File: config.mk
export PLATFORM = sky130hd
export DESIGN_NAME = adder_seq_ctrl
export DESIGN_NICKNAME = d
export VERILOG_FILES = /design/src/rtl/adder_seq_pkg.sv /design/src/rtl/adder_slice_8c.sv /design/src/rtl/adder_seq_ctrl.sv
export SDC_FILE = /design/constraint.sdc
export NUM_CORES = 1
export LEC_CHECK = 0
export ABC_CLOCK_PERIOD_IN_PS = 5580
export BUFFER_PORTS_ARGS = -buffer_cell sky130_fd_sc_hd__buf_2
export CORE_MARGIN = 2
export CORE_UTILIZATION = 40
export CTS_CLUSTER_DIAMETER = 30
export DETAILED_ROUTE_END_ITERATION = 6
export PLACE_DENSITY = 0.6
export SETUP_SLACK_MARGIN = 0.4
export SYNTH_ARGS = -nofsm -noshare
export SYNTH_HDL_FRONTEND = slang
export SYNTH_SLANG_ARGS = --single-unit
File: constraint.sdc
create_clock -name clk -period 5.58 [get_ports clk]
set_input_delay 1.674 -clock clk [delete_from_list [all_inputs] [get_ports clk]]
set_output_delay 1.674 -clock clk [all_outputs]
set_load 0.05 [all_outputs]
File: src/rtl/adder_seq_pkg.sv
// Shared types and constants for the multi-precision add/subtract sequencer.
// Optional signed-overflow output is enabled by defining ADDER_SEQ_OVF_EN.
package adder_seq_pkg;

    localparam int unsigned SLICE_W = 8;

    typedef enum logic [1:0] {
        IDLE,
        RUN,
        DONE
    } state_e;

    // Slice counter width; a single-slice build still needs a 1-bit counter.
    function automatic int unsigned idx_width(int unsigned nslice);
        return (nslice > 1) ? $clog2(nslice) : 1;
    endfunction

endpackage

File: src/rtl/adder_slice_8c.sv
// Combinational 8-bit ripple-carry slice; c7 is the carry into the top bit, used for
// signed overflow when ADDER_SEQ_OVF_EN is defined in the controller.
module adder_slice_8c
    import adder_seq_pkg::*;
(
    input  logic [SLICE_W-1:0] a,
    input  logic [SLICE_W-1:0] b,
    input  logic               cin,
    output logic [SLICE_W-1:0] sum,
    output logic               cout,
    output logic               c7
);

    logic [SLICE_W:0] c;

    always_comb begin
        sum  = '0;
        c    = '0;
        c[0] = cin;
        for (int i = 0; i < SLICE_W; i++) begin
            sum[i]   = a[i] ^ b[i] ^ c[i];
            c[i + 1] = (a[i] & b[i]) | (c[i] & (a[i] ^ b[i]));
        end
    end

    assign cout = c[SLICE_W];
    assign c7   = c[SLICE_W-1];

endmodule

File: src/rtl/adder_seq_ctrl.sv
// Sequencer that reuses one 8-bit slice to add/subtract WIDTH-bit operands over NSLICE cycles.
// Define ADDER_SEQ_OVF_EN to add the registered signed-overflow output out_ovf.
module adder_seq_ctrl
    import adder_seq_pkg::*;
#(
    parameter int unsigned WIDTH = 32
) (
    input  logic             clk,
    input  logic             rst_n,
    input  logic             in_valid,
    output logic             in_ready,
    input  logic [WIDTH-1:0] in_a,
    input  logic [WIDTH-1:0] in_b,
    input  logic             in_sub,
    output logic             out_valid,
    input  logic             out_ready,
    output logic [WIDTH-1:0] out_sum,
    output logic             out_cout
`ifdef ADDER_SEQ_OVF_EN
    ,
    output logic             out_ovf
`endif
);

    localparam int unsigned NSLICE = WIDTH / SLICE_W;
    localparam int unsigned IDX_W = idx_width(NSLICE);
    localparam logic [IDX_W-1:0] LAST_IDX = IDX_W'(NSLICE - 1);

    state_e             state_q, state_d;
    logic [WIDTH-1:0]   a_q, a_d;
    logic [WIDTH-1:0]   b_q, b_d;
    logic [WIDTH-1:0]   sum_q, sum_d;
    logic               carry_q, carry_d;
    logic               cout_q, cout_d;
    logic [IDX_W-1:0]   idx_q, idx_d;
    logic [SLICE_W-1:0] slice_sum;
    logic               slice_cout;
    logic               slice_c7;
`ifdef ADDER_SEQ_OVF_EN
    logic               ovf_q, ovf_d;
`else
    logic               unused_c7;
    assign unused_c7 = slice_c7;
`endif

    adder_slice_8c u_slice (
        .a    (a_q[int'(idx_q) * SLICE_W +: SLICE_W]),
        .b    (b_q[int'(idx_q) * SLICE_W +: SLICE_W]),
        .cin  (carry_q),
        .sum  (slice_sum),
        .cout (slice_cout),
        .c7   (slice_c7)
    );

    always_ff @(posedge clk or negedge rst_n) begin
        if (!rst_n) begin
            state_q <= IDLE;
            a_q     <= '0;
            b_q     <= '0;
            sum_q   <= '0;
            carry_q <= 1'b0;
            cout_q  <= 1'b0;
            idx_q   <= '0;
`ifdef ADDER_SEQ_OVF_EN
            ovf_q   <= 1'b0;
`endif
        end else begin
            state_q <= state_d;
            a_q     <= a_d;
            b_q     <= b_d;
            sum_q   <= sum_d;
            carry_q <= carry_d;
            cout_q  <= cout_d;
            idx_q   <= idx_d;
`ifdef ADDER_SEQ_OVF_EN
            ovf_q   <= ovf_d;
`endif
        end
    end

    always_comb begin
        state_d = state_q;
        a_d     = a_q;
        b_d     = b_q;
        sum_d   = sum_q;
        carry_d = carry_q;
        cout_d  = cout_q;
        idx_d   = idx_q;
`ifdef ADDER_SEQ_OVF_EN
        ovf_d   = ovf_q;
`endif
        unique case (state_q)
            IDLE: begin
                if (in_valid) begin
                    // Subtraction as A + ~B + 1: invert B here, the +1 enters as carry-in.
                    a_d     = in_a;
                    b_d     = in_b ^ {WIDTH{in_sub}};
                    carry_d = in_sub;
                    idx_d   = '0;
                    state_d = RUN;
                end
            end
            RUN: begin
                sum_d[int'(idx_q) * SLICE_W +: SLICE_W] = slice_sum;
                carry_d = slice_cout;
                if (idx_q == LAST_IDX) begin
                    idx_d   = '0;
                    cout_d  = slice_cout;
`ifdef ADDER_SEQ_OVF_EN
                    ovf_d   = slice_c7 ^ slice_cout;
`endif
                    state_d = DONE;
                end else begin
                    idx_d = idx_q + 1'b1;
                end
            end
            DONE: begin
                if (out_ready) begin
                    state_d = IDLE;
                end
            end
            default: state_d = IDLE;
        endcase
    end

    assign in_ready  = (state_q == IDLE);
    assign out_valid = (state_q == DONE);
    assign out_sum   = sum_q;
    assign out_cout  = cout_q;
`ifdef ADDER_SEQ_OVF_EN
    assign out_ovf   = ovf_q;
`endif

endmodule

# Word-level counts from Yosys, hierarchy flattened
# Cells that the tools add are included.
[totals]
elab_cells = 76
output_inout_bits = 35
reg_bits = 102
in_bits = 69
[op_classes]
n_shift = 4
n_reduce_logical = 6
n_bitwise = 41
add_sub_neg = 2
muxes = 10
eq_ne = 6
[op_table]
columns = ["operator", "count"]
rows = [
  ["32-bit by 6-bit variable part select with 8-bit output", 2],
  ["5-bit negator with 34-bit output", 1],
  ["8-bit by 34-bit variable shift with 32-bit output (first input constant)", 1],
  ["8-bit by 34-bit variable part select with 32-bit output", 1],
  ["32-bit bitwise mux", 1],
  ["32-bit bitwise XOR", 1],
  ["1-bit AND", 16],
  ["1-bit bitwise XOR", 16],
  ["2-bit 2-to-1 mux", 5],
  ["1-bit OR", 8],
  ["2-bit case mux with 3 select lines", 1],
  ["2-bit AND reduction", 3],
  ["2-bit == test (second input constant)", 2],
  ["2-bit inequality test (second input constant)", 2],
  ["2-bit case mux with 2 select lines", 1],
  ["3-bit AND reduction", 1],
  ["2-bit by 1-bit adder with 2-bit output (second input constant)", 1],
  ["2-bit by 1-bit == test with 1-bit output (second input constant)", 1],
  ["2-bit logical NOT", 1],
  ["2-bit by 1-bit inequality test with 1-bit output (second input constant)", 1],
  ["1-bit case mux with 2 select lines", 1],
  ["2-bit nonzero test", 1],
  ["1-bit 2-to-1 mux", 1],
]

# Logic depth before layout (Yosys ltp)
[logic_depth]
depth_word = 19
ltp_mapped = 15
depth_no_buf = 13

# Cells and area by module
# From an unflattened synthesis, not the netlist that was laid out.
[hier_totals]
cells_unflattened = 392
area_unflattened_um2 = 5300.1
[by_module_without_submodules]
columns = ["module", "n_inst", "seq_area_each_um2", "area_each_um2", "cells_each"]
rows = [
  ["adder_seq_ctrl", 1, 2552.4, 5102.4, 374],
  ["adder_slice_8c", 1, 0.0, 197.7, 18],
]

# Least setup slack after synthesis
# OpenSTA, ideal clock, no wires.
[synth_timing]
path_kind = "register -> register"
start = "register idx_q[0]"
end = "register sum_q[15], in the netlist out_sum[15]"
required_ps = 5497
setup_slack_ps = 1060
arrival_time_ps = 4437
synth_period_minus_slack_ps = 4520
n_path_buf = 2
setup_time_ps = 83
path_stages_with_launch = 16
cell_sequence = "dfrtp_1 > buf_2 > buf_4 > mux4_2 > fa_1 > fa_1 > inv_1 > fa_1 > fa_1 > inv_1 > fa_1 > fa_1 > fa_1 > fa_1 > nand3_1 > o21ai_0"
[synth_via]
elab_chain_cells = 19
elab_cells_between_ends = 43
classes_between = "add/sub: 1; shift: 4; mux: 1; bitwise: 37"
[synth_rtl]
columns = ["element", "line", "rtl"]
rows = [
  ["from (decl)", "adder_seq_ctrl.sv:35", "logic [IDX_W-1:0] idx_q, idx_d;"],
  ["from (signal assigned)", "adder_seq_ctrl.sv:74", "idx_q <= idx_d;"],
  ["32-bit by 6-bit variable part select with 8-bit output (on tied branches)", "adder_seq_ctrl.sv:47, adder_seq_ctrl.sv:48", ""],
  ["1-bit bitwise XOR", "adder_slice_8c.sv:21, adder_slice_8c.sv:22", ""],
  ["1-bit AND", "adder_slice_8c.sv:22", "c[i + 1] = (a[i] & b[i]) | (c[i] & (a[i] ^ b[i]));"],
  ["1-bit OR", "adder_slice_8c.sv:22", ""],
  ["1-bit AND", "adder_slice_8c.sv:22", ""],
  ["1-bit OR", "adder_slice_8c.sv:22", ""],
  ["1-bit AND", "adder_slice_8c.sv:22", ""],
  ["1-bit OR", "adder_slice_8c.sv:22", ""],
  ["[... 3 more ...]", "n/a", ""],
  ["1-bit OR", "adder_slice_8c.sv:22", ""],
  ["1-bit AND", "adder_slice_8c.sv:22", ""],
  ["1-bit OR", "adder_slice_8c.sv:22", ""],
  ["1-bit AND", "adder_slice_8c.sv:22", ""],
  ["1-bit OR", "adder_slice_8c.sv:22", ""],
  ["1-bit bitwise XOR", "adder_slice_8c.sv:21", "sum[i] = a[i] ^ b[i] ^ c[i];"],
  ["8-bit by 34-bit variable part select with 32-bit output", "adder_seq_ctrl.sv:104", "sum_d[int'(idx_q) * SLICE_W +: SLICE_W] = slice_sum;"],
  ["32-bit bitwise mux (*)", "adder_seq_ctrl.sv:104", ""],
  ["to (signal assigned)", "adder_seq_ctrl.sv:71", "sum_q <= sum_d;"],
  ["to (decl)", "adder_seq_ctrl.sv:32", "logic [WIDTH-1:0] sum_q, sum_d;"],
]
# Mark *: on every way between the ends. The rest lies on a longest branch, timed or not.
# A chain may end at the register's enable or synchronous reset.

# Final worst setup path
# Ends and elaborated chain as after synthesis.

==> reports/results.ini <==
[outcome]
status = finished clean

[logic_synthesis]
synth.area.mux_share = 0.153
syn-num-nets = 465
synth_compound_area_frac = 0.0938
yosysWarnings = 0
synth_top_area_share = 0.527
ys_seq_area_frac = 0.527
synth.distinct_cells = 32
synth_top_family_by_area = multiplexers
synth_xor_area_frac = 0.0579
synth_fa_ha_area_frac = 0.0486
synthSimpleGateAreaFrac = 0.0786
yosys.area.top_type = dfrtp_1
syn_area_sq_um = 4840
synth.avg_cell_area_sq_um = 12.7
ys_top_cells_by_area = dfrtp_1 53%, mux2_2 7.7%, mux4_2 7.4%, xnor2_1 5.8%, fa_1 3.3%
syn_inst = 382
ys_ff_latch = 102

[hold_path]
holdPathStages = 2
hold_start = out_sum[10]
holdPathEnd = out_sum[10]
min_path_type = reg -> reg

[placed_design]
numPortBuffers = 103
place_hpwl_microns = 7630
gp_congestion = 0.778

[die]
die-area_sq_um = 13000
die_w_microns = 114
initial_core_util = 0.406
die_h_microns = 114
io_pins = 104
fp.coreArea_sq_um = 11900
row_count = 40

[sta]
period_share = 0.812
rsz0062_at_grt = false
finalSetupTns_ps = 0
hold_violations = 0
min_period_ps = 4530
slew_viol_final = 0
tightestPinTransition_ps = 1030
fmax_ghz = 0.221
maxSlewHeadroom = 0.312
setup_violations = 0
skew_ps = 5.13

[cts]
postCtsSetupBuffers = 0
cts_tree = yes
cts_buffers = 9
clkTransAtPathRegs_ps = 70
clkLatencyLatePin_ps = 350
cts_root_buffer = clkbuf_16
htree_levels = 3
cts_max_path_buffers = 2
cts_resized = 0
cts-hold-fix-buffers = 0
cts_sinks = 102

[setup_path]
worstPathArrival_ps = 4790
crit_type = reg -> reg
reg2reg_slack_ps = 1050
timing.rr.start = idx_q[0]
reg2regPathDepth = 14
required_ps = 5840
crit_path_end_kind = register
r2r_end = out_sum[15]
crit_fanout = 19
critPathLaunchType = register

[grt]
grt_util_all_layers = 0.168
grt_pass1_vias = 3117
grt_first_pass_wirelength_microns = 16700
antenna_found_initial = 0
grt_max_degree = 97
grt_overflow = 0

[cells_and_area]
nets = 560
layout-drive-gt1-share = 0.373
antenna_cells = 0
n_fill_cell = 1118
multi_input_area_sq_um = 2090
area_growth_pct = 17.6
seqCellArea_sq_um = 2550

[run]
cap_viol_max_count = 0

[drt]
wire_per_inst_microns = 16.4
viasPerCell = 5.03
num_vias = 3165
ant_nets = 0
drt_iter0_markers = 154
route.detailed.drc = 0
dr.pass1.iters = 4
postRouteWirelength_microns = 10300

[pwr]
p_per_area_nw_per_um2 = 689
total_leakage_power_nw = 2.57
power_mw = 3.92
ir_drop_mv = 0.288

-- layer usage --
metal	global-route usage	routed length (microns)	up-vias
li1	-	-	1523
met1	0.233	4850	1547
met2	0.267	4820	88
met3	0.0404	536	7
met4	0.0447	82	0
met5	0	0	-
-- area by class of cell --
type,count,share of cell area
Sequential cell,102,0.448
Clock buffer,13,0.0440
Timing Repair Buffer,108,0.0976
Inverter,10,0.00659
Multi-Input combinational cell,246,0.368
Clock inverter,3,0.00352
Tap cell,147,0.0323
-- worst max-delay path by stage --
stage	startpoint	end	slack [ps]
final	idx_q[0]	out_sum[15]	1050
after global routing	idx_q[0]	out_sum[15]	770
after CTS	idx_q[0]	out_sum[15]	1050
after detailed placement	idx_q[0]	out_sum[15]	1070
after global placement	idx_q[0]	out_sum[15]	1160
after floorplan	idx_q[0]	out_sum[15]	1060
-- flip-flops by register name, indices dropped and copies added (netlist names) --
register  flops
a_q          32
b_q          32
out_sum      32
idx_q         2
state_q       2
carry_q       1
out_cout      1
-- synthesized netlist by cell type (all sizes together) --
master,n
a22oi,1
nor2,37
nand2,20
nor3b,2
and4,1
ha,6
mux2i,1
clkbuf,2
buf,22
and3,2
a22o,16
nand4,1
a21oi,33
o21ai,14
nand3b,3
o2bb2ai,3
mux2,33
dfrtp,102
o31ai,2
nand3,10
inv,10
xnor2,32
fa,8
nor4bb,1
mux4,16
nand2b,1
nor2b,3
-- through the flow --
stage / area, sq um / worst slack (ps) / cells / hold slack, ps / utilization
finish: 5690 / 1050 / 629 / 486 / 0.478
global route: 5690 / 774 / 629 / 510 / 0.478
global placement: 5420 / 1160 / 613 / 462 / 0.455
floorplan: 4840 / 1060 / 382 / 475 / -
detailed placement: 5420 / 1070 / 613 / 471 / 0.455
CTS: 5690 / 1050 / 629 / 486 / 0.478
-- layout by cell type (no fill, tap or decap) --
cell type,count
buf_4,6
clkbuf_16,9
nor2_1,37
and4_1,1
nand3b_1,3
nor4bb_1,1
nand2b_1,1
nor3b_2,1
o31ai_1,2
a21oi_1,25
nor3b_4,1
a22oi_1,1
inv_1,10
and3_1,2
a21oi_2,8
nand2_1,20
clkinvlp_4,2
clkbuf_1,3
buf_2,102
clkinv_2,1
o21ai_0,14
mux2i_1,1
nor2b_1,3
mux4_2,16
nand4_1,1
ha_1,6
nand3_1,10
fa_1,8
clkbuf_8,1
mux2_2,33
a22o_1,16
xnor2_1,32
o2bb2ai_1,3
dfrtp_1,102
-- cell families after synthesis --
| group | after synthesis |
|---|---|
| xor+xnor | 32 |
| simple gates | 81 |
| compound gates | 69 |
| fa+ha+maj | 14 |
| buf+inv | 34 |
| flops | 102 |
| mux | 50 |
-- power by group --
group          internal [mW]  leakage, nW  total, mW  switching (mW)
clock                  0.314        0.126      0.579           0.264
combinational          0.819         1.20       2.05            1.23
sequential              1.08         1.24       1.30           0.220
total                   2.21         2.57       3.92            1.71
-- worst max-delay path, stage by stage, from the launching register on --
cell	delay, ps
dfrtp_1	340
buf_4	270
mux4_2	560
fa_1	420
fa_1	370
inv_1	80
fa_1	180
fa_1	170
inv_1	50
fa_1	380
fa_1	400
fa_1	390
fa_1	570
nand3_1	80
o21ai_0	170
No activity file was read; power rests on OpenSTA's default activity.
